`config.mk`:
```
export PLATFORM = sky130hd
export DESIGN_NAME = music_player_ctrl
export DESIGN_NICKNAME = d
export VERILOG_FILES = /design/src/rtl/music_pkg.sv /design/src/rtl/sample_tick_gen.sv /design/src/rtl/music_player_ctrl.sv
export SDC_FILE = /design/constraint.sdc
export NUM_CORES = 1
export LEC_CHECK = 0
export ABC_AREA = 0
export BUFFER_PORTS_ARGS = -buffer_cell sky130_fd_sc_hd__clkbuf_2
export CORE_MARGIN = 2
export CORE_UTILIZATION = 45
export CTS_BUF_LIST = sky130_fd_sc_hd__clkbuf_4 sky130_fd_sc_hd__clkbuf_8
export DETAILED_ROUTE_END_ITERATION = 6
export PLACE_DENSITY_LB_ADDON = 0.05
export REMOVE_ABC_BUFFERS = 1
export SLEW_MARGIN = 20
export SYNTH_ARGS = -nofsm -noshare
export SYNTH_HDL_FRONTEND = slang
export SYNTH_SLANG_ARGS = --single-unit
```
`constraint.sdc`:
```
create_clock -name Clk -period 1.7 [get_ports Clk]
set_clock_uncertainty 0.1 [all_clocks]
set_input_delay 0.255 -clock Clk [delete_from_list [all_inputs] [get_ports Clk]]
set_output_delay 0.255 -clock Clk [all_outputs]
set_load 0.01 [all_outputs]
```
`src/rtl/music_pkg.sv`:
```
// Shared types and default constants for the background-music playback path
// (sequencer, sample ROM and audio serializer).
package music_pkg;

  localparam int CLK_HZ_DEF    = 50_000_000;
  localparam int SAMPLE_HZ_DEF = 16_000;
  localparam int TRACK_LEN_DEF = 80550;
  localparam int ADDR_W_DEF    = 17;
  localparam int DATA_W_DEF    = 17;

  function automatic int calc_div(input int clk_hz, input int sample_hz);
    return clk_hz / sample_hz;
  endfunction

  localparam int DIV_DEF = calc_div(CLK_HZ_DEF, SAMPLE_HZ_DEF);

  typedef enum logic [2:0] {
    ST_IDLE,
    ST_WAIT_TICK,
    ST_FETCH,
    ST_CAPTURE,
    ST_PRESENT,
    ST_PAUSED
  } music_state_t;

endpackage

```
`src/rtl/sample_tick_gen.sv`:
```
// Sample-rate divider: counts 0..DIV-1 while run_i is high, holds while idle,
// and clear_i forces it back to zero (clear wins over run).
module sample_tick_gen #(
  parameter int DIV = 4
) (
  input  logic clk_i,
  input  logic rst_i,
  input  logic run_i,
  input  logic clear_i,
  output logic tick_o
);

  localparam int CW = (DIV > 1) ? $clog2(DIV) : 1;

  logic [CW-1:0] cnt_q;

  assign tick_o = run_i && (cnt_q == CW'(DIV - 1));

  always_ff @(posedge clk_i or posedge rst_i) begin
    if (rst_i) begin
      cnt_q <= '0;
    end else if (clear_i) begin
      cnt_q <= '0;
    end else if (run_i) begin
      cnt_q <= tick_o ? '0 : cnt_q + CW'(1);
    end
  end

endmodule

```
`src/rtl/music_player_ctrl.sv`:
```
// Background-music playback sequencer: paces reads of the sample ROM at the
// audio rate and presents each sample to the serializer.
module music_player_ctrl
  import music_pkg::*;
#(
  parameter int CLK_HZ    = CLK_HZ_DEF,
  parameter int SAMPLE_HZ = SAMPLE_HZ_DEF,
  parameter int TRACK_LEN = TRACK_LEN_DEF,
  parameter int ADDR_W    = ADDR_W_DEF,
  parameter int DATA_W    = DATA_W_DEF
) (
  input  logic              Clk,
  input  logic              Reset,
  input  logic              play,
  input  logic              pause,
  input  logic              stop,
  input  logic              loop_en,
  output logic [ADDR_W-1:0] rom_addr,
  input  logic [DATA_W-1:0] rom_data,
  output logic [DATA_W-1:0] sample_out,
  output logic              sample_valid,
  input  logic              sample_ready,
  output logic              busy,
  output logic              done,
  output logic              underrun,
  output music_state_t      state_dbg
);

  localparam int DIV = calc_div(CLK_HZ, SAMPLE_HZ);
  localparam logic [ADDR_W-1:0] LAST_IDX = ADDR_W'(TRACK_LEN - 1);

  music_state_t      state_q;
  logic [ADDR_W-1:0] index_q;
  logic [DATA_W-1:0] sample_q;
  logic              valid_q;
  logic              done_q;
  logic              underrun_q;
  logic              pause_pend_q;

  logic tick;
  logic div_run;
  logic div_clear;
  logic accept;

  assign div_run   = state_q inside {ST_WAIT_TICK, ST_FETCH, ST_CAPTURE, ST_PRESENT};
  assign div_clear = (state_q == ST_IDLE) || stop;

  sample_tick_gen #(
    .DIV(DIV)
  ) u_tick (
    .clk_i  (Clk),
    .rst_i  (Reset),
    .run_i  (div_run),
    .clear_i(div_clear),
    .tick_o (tick)
  );

  // Handshake: a sample transfers on a cycle where sample_valid && sample_ready;
  // once raised, sample_valid and sample_out stay stable until that transfer
  // (only stop or reset may withdraw it).
  assign accept = valid_q && sample_ready;

  always_ff @(posedge Clk or posedge Reset) begin
    if (Reset) begin
      state_q      <= ST_IDLE;
      index_q      <= '0;
      sample_q     <= '0;
      valid_q      <= 1'b0;
      done_q       <= 1'b0;
      underrun_q   <= 1'b0;
      pause_pend_q <= 1'b0;
    end else begin
      done_q <= 1'b0;
      // A tick outside WAIT_TICK means the previous sample is still in flight.
      if (tick && (state_q != ST_WAIT_TICK)) underrun_q <= 1'b1;

      if (stop) begin
        state_q      <= ST_IDLE;
        index_q      <= '0;
        valid_q      <= 1'b0;
        pause_pend_q <= 1'b0;
      end else begin
        case (state_q)
          ST_IDLE: begin
            if (play) begin
              index_q    <= '0;
              underrun_q <= 1'b0;
              state_q    <= ST_WAIT_TICK;
            end
          end
          ST_WAIT_TICK: begin
            if (pause)     state_q <= ST_PAUSED;
            else if (tick) state_q <= ST_FETCH;
          end
          ST_FETCH: begin
            state_q <= pause ? ST_PAUSED : ST_CAPTURE;
          end
          ST_CAPTURE: begin
            if (pause) begin
              state_q <= ST_PAUSED;
            end else begin
              sample_q <= rom_data;
              valid_q  <= 1'b1;
              state_q  <= ST_PRESENT;
            end
          end
          ST_PRESENT: begin
            if (pause) pause_pend_q <= 1'b1;
            if (accept) begin
              valid_q      <= 1'b0;
              pause_pend_q <= 1'b0;
              if ((index_q == LAST_IDX) && !loop_en) begin
                done_q  <= 1'b1;
                index_q <= '0;
                state_q <= ST_IDLE;
              end else begin
                index_q <= (index_q == LAST_IDX) ? '0 : index_q + ADDR_W'(1);
                state_q <= (pause || pause_pend_q) ? ST_PAUSED : ST_WAIT_TICK;
              end
            end
          end
          ST_PAUSED: begin
            if (play) state_q <= ST_WAIT_TICK;
          end
          default: state_q <= ST_IDLE;
        endcase
      end
    end
  end

  assign rom_addr     = index_q;
  assign sample_out   = sample_q;
  assign sample_valid = valid_q;
  assign done         = done_q;
  assign underrun     = underrun_q;
  assign busy         = (state_q != ST_IDLE);
  assign state_dbg    = state_q;

endmodule
```
==> Word level (Yosys, flattened, before mapping) <==
Cells that the tools add are included.
{ "classes": {"muxes": 35, "eq_ne": 13, "shift": 0, "bitwise_logic": 2, "n_reduce_logical": 21, "div_mod_pow": 0, "multipliers": 0, "n_addsub": 2, "n_lt_le_gt_ge": 0} }
{ "ops": {"columns": ["op", "n"], "rows": [
  ["2-to-1 mux 17 bit", 5],
  ["2-to-1 mux 12 bit", 3],
  ["one-hot mux 17 bit (2 select lines)", 1],
  ["2-to-1 mux 3 bit", 8],
  ["adder 17 x 1 -> 17 bit, second input constant", 1],
  ["equality test 17 bit, second input constant", 1],
  ["2-to-1 mux 1 bit", 16],
  ["one-hot mux 3 bit (5 select lines)", 1],
  ["adder 12 x 1 -> 12 bit, second input constant", 1],
  ["equality test 12 bit, second input constant", 1],
  ["AND reduction 3 bit", 4],
  ["nonzero test 3 bit", 4],
  ["inequality test 3 bit, second input constant", 3],
  ["equality test 3 x 2 -> 1 bit, second input constant", 2],
  ["equality test 3 bit, second input constant", 2],
  ["inequality test 3 x 1 -> 1 bit, second input constant", 2],
  ["logical AND 1 bit", 4],
  ["inequality test 4 bit, second input constant", 1],
  ["nonzero test 2 bit", 2],
  ["nonzero test 4 bit", 1],
  ["equality test 3 x 1 -> 1 bit, second input constant", 1],
  ["logical NOT 3 bit", 1],
  ["logical OR 1 bit", 2],
  ["NOT 1 bit", 2],
  ["other kinds (4)", 4]
]} }
{ "word_totals": {"mem_bits_ro": 0, "latch_bits": 0, "mem_bits_rw": 0, "wordCells": 81, "memories": 0, "regBits": 53, "in_bits": 24} }

==> Logic depth before layout (Yosys ltp) <==
{ "logic_depth": {"word_depth": 8, "depth_mapped": 7} }

==> Modules after synthesis <==
From an unflattened synthesis, not the netlist that was laid out.
{ "unflattened": {"hier_cells": 274, "area_unflattened_um2": 2812.7} }
{ "by_module_without_submodules": {"columns": ["mod", "area_per_inst_um2", "cells_each", "n_inst"], "rows": [
  ["music_player_ctrl", 2127.0, 198, 1],
  ["sample_tick_gen", 685.7, 76, 1]
]} }

==> Least setup slack after synthesis <==
No wires, ideal clock.
{ "synth_timing": {"kind": "register -> register", "startpoint": "register index_q[1] (netlist: rom_addr[1])", "endpoint": "register index_q[2] (netlist: rom_addr[2])", "stages_incl_launch_ff": 8, "t_arrival_ns": 1.570, "slack_ns": -0.108, "required_time_ns": 1.462, "n_path_buf": 1, "setup_time_ns": 0.138, "path_cell_list": "dfrtp_1 -> inv_1 -> ha_1 -> nor4bb_1 -> nand4_1 -> clkbuf_1 -> a31oi_1 -> a31oi_1"} }
{ "synth_via": {"elab_chain_len": 6, "word_cells_on_any_way": 8, "cone_classes": "add/sub: 1; eq/ne: 1; mux: 5; reduce/logical: 1"} }
{ "synth_rtl": {"columns": ["item", "line", "text"], "rows": [
  ["start, declared", "music_player_ctrl.sv:33", "logic [ADDR_W-1:0] index_q;"],
  ["start signal, assigned", "music_player_ctrl.sv:117", "index_q <= (index_q == LAST_IDX) ? '0 : index_q + ADDR_W'(1);"],
  ["adder 17 x 1 -> 17 bit or equality test 17 bit (tied branches)", "music_player_ctrl.sv:117, music_player_ctrl.sv:112", null],
  ["2-to-1 mux 17 bit or logical AND 1 bit (tied branches)", "music_player_ctrl.sv:117, music_player_ctrl.sv:112", null],
  ["2-to-1 mux 17 bit *", "music_player_ctrl.sv:112", "if ((index_q == LAST_IDX) && !loop_en) begin"],
  ["2-to-1 mux 17 bit *", "music_player_ctrl.sv:109", "if (accept) begin"],
  ["one-hot mux 17 bit (2 select lines) *", "music_player_ctrl.sv:83", "case (state_q)"],
  ["2-to-1 mux 17 bit *", "music_player_ctrl.sv:77", "if (stop) begin"]
]} }
Every way passes the cells marked *; elsewhere a longest branch is shown, timed or not. The select of a mux whose other input is x is not followed.
A chain may end at the register's enable or synchronous reset.

==> Final worst setup path <==
{ "layout_timing": {"startpoint": "register state_q[1] (netlist: state_dbg[1])", "endpoint": "register index_q[8] (netlist: rom_addr[8])"} }
{ "layout_via": {"elab_chain_len": 3, "word_cells_on_any_way": 8, "cone_classes": "eq/ne: 3; mux: 2; reduce/logical: 3"} }
{ "layout_rtl": {"columns": ["item", "line", "text"], "rows": [
  ["start, declared", "music_player_ctrl.sv:32", "music_state_t state_q;"],
  ["start signal, assigned", "music_player_ctrl.sv:96", "state_q <= pause ? ST_PAUSED : ST_CAPTURE;"],
  ["start signal, assigned", "music_player_ctrl.sv:118", "state_q <= (pause || pause_pend_q) ? ST_PAUSED : ST_WAIT_TICK;"],
  ["equality test 3 bit or logical NOT 3 bit (tied branches)", "music_player_ctrl.sv:83", null],
  ["inequality test 3 bit (no source line) (tied with other cells)", null, null],
  ["AND reduction 3 bit (no source line) or 2-to-1 mux 17 bit (tied branches)", null, null]
]} }
Parallel ways exist; a longest one is shown, timed or not.

==> summary.txt <==
Placement
  • Place WS: -0.08654 ns
  • Placer congestion estimate: approximately 0.9
  • IO buf count: 64
  • DP HPWL: 5.554 mm

Logic synthesis
  • EDFF count, synth: 0
  • Syn Inst Count: about 300
  • Prevailing post-synth register cell: dfrtp_1
  • Synthesis Warnings: 0
  • Top post-synthesis cells by area: dfrtp_1 (44%), mux2_1 (6.3%), a31oi_1 (6.0%)
  • Yosys cell types: 54
  • Mapped Area: slightly above 3000 um^2
  • Yosys reg bits: 53
  • FFs w/ async S/R, synth: between 90% and 100%
  • Post-synth top area share: a little over two fifths
  • Sequential element share of the synthesized area: about 44%
  • Post-synth top area cell: dfrtp_1
  • Syn Area/Cell: 10.01 um^2

Clock tree
  • Inserted Clock Buffers: 5
  • Clock Latency Late Sink: approximately 0.31 ns
  • Worst-path clk slew: 0.10 ns
  • H-tree depth: 2
  • TritonCTS Sinks: 53
  • CTS tree: yes
  • CTS root buffer: clkbuf_8
  • Clock tree buffer depth: 2

Cells and area
  • Filler cells: about 520
  • Antenna diode count: 0
  • Commonest cells after routing, fill and taps aside: clkbuf_2 (63), dfrtp_1 (50), buf_4 (46)
  • Area grow syn2layout: 42.86%
  • Most common cell after layout, fill and taps aside: clkbuf_2
  • Proportion of layout cells with a drive suffix above 1: a little over two fifths
  • Final net count: 446

Routing
  • Initial DRC count: between 100 and 150
  • DR DRC count: 0
  • Drt pass-1 iters: 4
  • Post-route ant nets: 0
  • Via count: just under 3,000
  • Vias/cell: a little under 6
  • Final wirelength: 8.490 mm
  • Routed len/inst: approximately 17 um

Worst setup path
  • Reg-to-Reg Start: state_dbg[1]$_DFFE_PP0P_
  • Crit path kind: reg -> reg
  • Worst Setup SP: state_dbg[1]$_DFFE_PP0P_
  • Critical path peak fanout: 5
  • WP data required: ~1.8 ns
  • Critical path arrival: approximately 1.9 ns
  • CP Cell Sequence: buf_6, nor4b_4, and3_4, clkbuf_16, a31oi_2, a31oi_1
  • CP endpoint kind: register
  • Crit-path max cell delay: approximately 0.48 ns
  • CP Launch Type: register
  • Critical path's slowest cell: dfrtp_2

Die
  • Row count: 29
  • Core Footprint: around 6400 um^2
  • Die H: around 86 um
  • Ports: 65
  • Die area: around 7400 um^2
  • Die width: ~86 um
  • Starting Density: about 47%

STA
  • Hold WS: 0.05343 ns
  • Fraction of the cycle the final worst path needs: 104.9%
  • Final setup margin: -0.08348 ns
  • Final setup vio count: 20
  • Slew Viols, Final: 0
  • Final Hold Fails: 0
  • Max-slew headroom: between 60% and 70%
  • Achievable Freq: ~560 MHz
  • RSZ-0062 raised after global routing: true
  • Worst-margin pin slew: 0.4502 ns
  • Min Clock Period, post-route: ~1.8 ns

GRT
  • Gr ovfl total: 0
  • Initial antenna violation count: 0
  • Vias in the first global route: 2,744
  • Largest net degree at the start of global routing: 32
  • First-pass GRT wire length: around 13 mm
  • GRT Total Usage: between 20 and 25%

Run status
  • Violated checks: negative setup slack
  • Status: finished, violations left

Power and ir drop
  • Total leakage power: between 1.5 and 2 nW
  • P per Cell Area: around 660 nW/um^2
  • Worst IR Drop VDD: between 0.0004 and 0.0005 V

Min path
  • Worst Hold Class: in -> reg
  • Hold Startpoint: rom_data[13]

Run
  • Max-Cap Viols: 0
==> report_power, final <==
| part | switching (mW) | leakage (nW) | internal [mW] |
|---|---|---|---|
| Clock | 0.448 | 0.0447 | 0.299 |
| Sequential | 0.0311 | 0.732 | 1.29 |
| Combinational | 0.399 | 1.19 | 0.387 |
| Total | 0.878 | 1.97 | 1.98 |
==> critical path, delay by kind of cell (launching register included) <==
family | cells | cell delay, ns
and+or+nand+nor | 2 | 0.58
AOI/OAI and AO/OA | 2 | 0.24
buffers and inverters | 2 | 0.31
DFF | 1 | 0.48
==> synth_stat cells (2+ instances only) <==
library cell	number
dfrtp_1	53
a31oi_1	29
nand3_1	23
mux2_1	17
nand4_1	12
nor2_1	11
a21oi_1	10
and4_1	10
inv_1	10
and3_1	9
clkbuf_1	9
nand2_1	9
buf_2	8
o21ai_0	8
or3_1	8
and2_1	5
nor4bb_1	5
a41oi_1	4
ha_1	4
nand2b_1	4
o211ai_1	4
a32oi_1	3
mux2i_1	3
nor3_1	3
a2bb2oi_1	2
and4bb_2	2
buf_1	2
buf_6	2
nand3b_1	2
nor3b_1	2
nor4_1	2
o2111ai_1	2
o31ai_1	2
or4_1	2
xor2_1	2
==> flip-flops by register name, summed over array words and instances (netlist names) <==
name and flops:
rom_addr 17, done 1, u_tick.cnt_q 12, pause_pend_q 1, state_dbg 3, sample_valid 1, underrun 1, sample_out 17
==> cell type report <==
class	instances	area (um^2)	share of cell area (%)
clock buffers	5	68.82	1.593
clock inverters	3	25.02	0.5792
inverters	10	37.54	0.8688
multi-input cells	217	1804	41.76
flip-flops and latches	53	1330	30.78
well taps	77	96.34	2.230
repair buffers	131	958.4	22.18
==> per-stage QoR <==
| step | total power, mW | TNS, ns | instance area [um^2] | util, % | instances |
|---|---|---|---|---|---|
| final | 2.856 | -0.9924 | 4320 | 67.27 | 496 |
| after CTS | 2.783 | -0.1681 | 4008 | 62.40 | 491 |
| after global routing | 3.008 | -3.274 | 4320 | 67.27 | 496 |
| after global placement | 1.956 | -0.06925 | 3742 | 58.27 | 472 |
| after detailed placement | 1.958 | -0.4002 | 3742 | 58.27 | 472 |
| after floorplan | 1.667 | -14.51 | 2905 | - | 280 |
==> cells by family after synthesis <==
logic type / after synthesis / synth area share [%]
simple gates: 116 / 24.45
compound gates: 74 / 16.63
flops: 53 / 43.86
buf+inv: 32 / 5.172
mux: 20 / 7.323
fa+ha+maj: 5 / 1.986
xor+xnor: 2 / 0.5793
==> routing by layer <==
metal	global-route usage [%]	vias up	part of all wire [%]
li1	-	1413	-
met1	31.42	1429	46
met2	37.35	88	47
met3	3.369	6	5.9
met4	4.762	0	0.78
met5	0	-	0
==> path summary, 6_finish.rpt <==
check	to	slack (ns)	cells after the start
setup / recovery	rom_addr[8]$_DFFE_PP0P_	-0.08	6
setup reg to reg	rom_addr[8]$_DFFE_PP0P_	-0.08	6
max in group asynchronous	state_dbg[0]$_DFFE_PP0P_	0.73	4
hold reg to reg	pause_pend_q$_DFFE_PP0P_	0.40	2
hold / removal	sample_out[13]$_DFFE_PP0P_	0.05	2
min in group asynchronous	sample_out[3]$_DFFE_PP0P_	0.41	4
==> timing repair <==
item	4_1_cts	5_1_grt
hold endpoints to repair	53	0
gates resized for setup	21	47
endpoints found under the setup margin	21	40
pin swaps	3	27
cloned	3	2
hold buffers	1	0
setup buffers	7	3
Power figures use the tool's default switching activity.
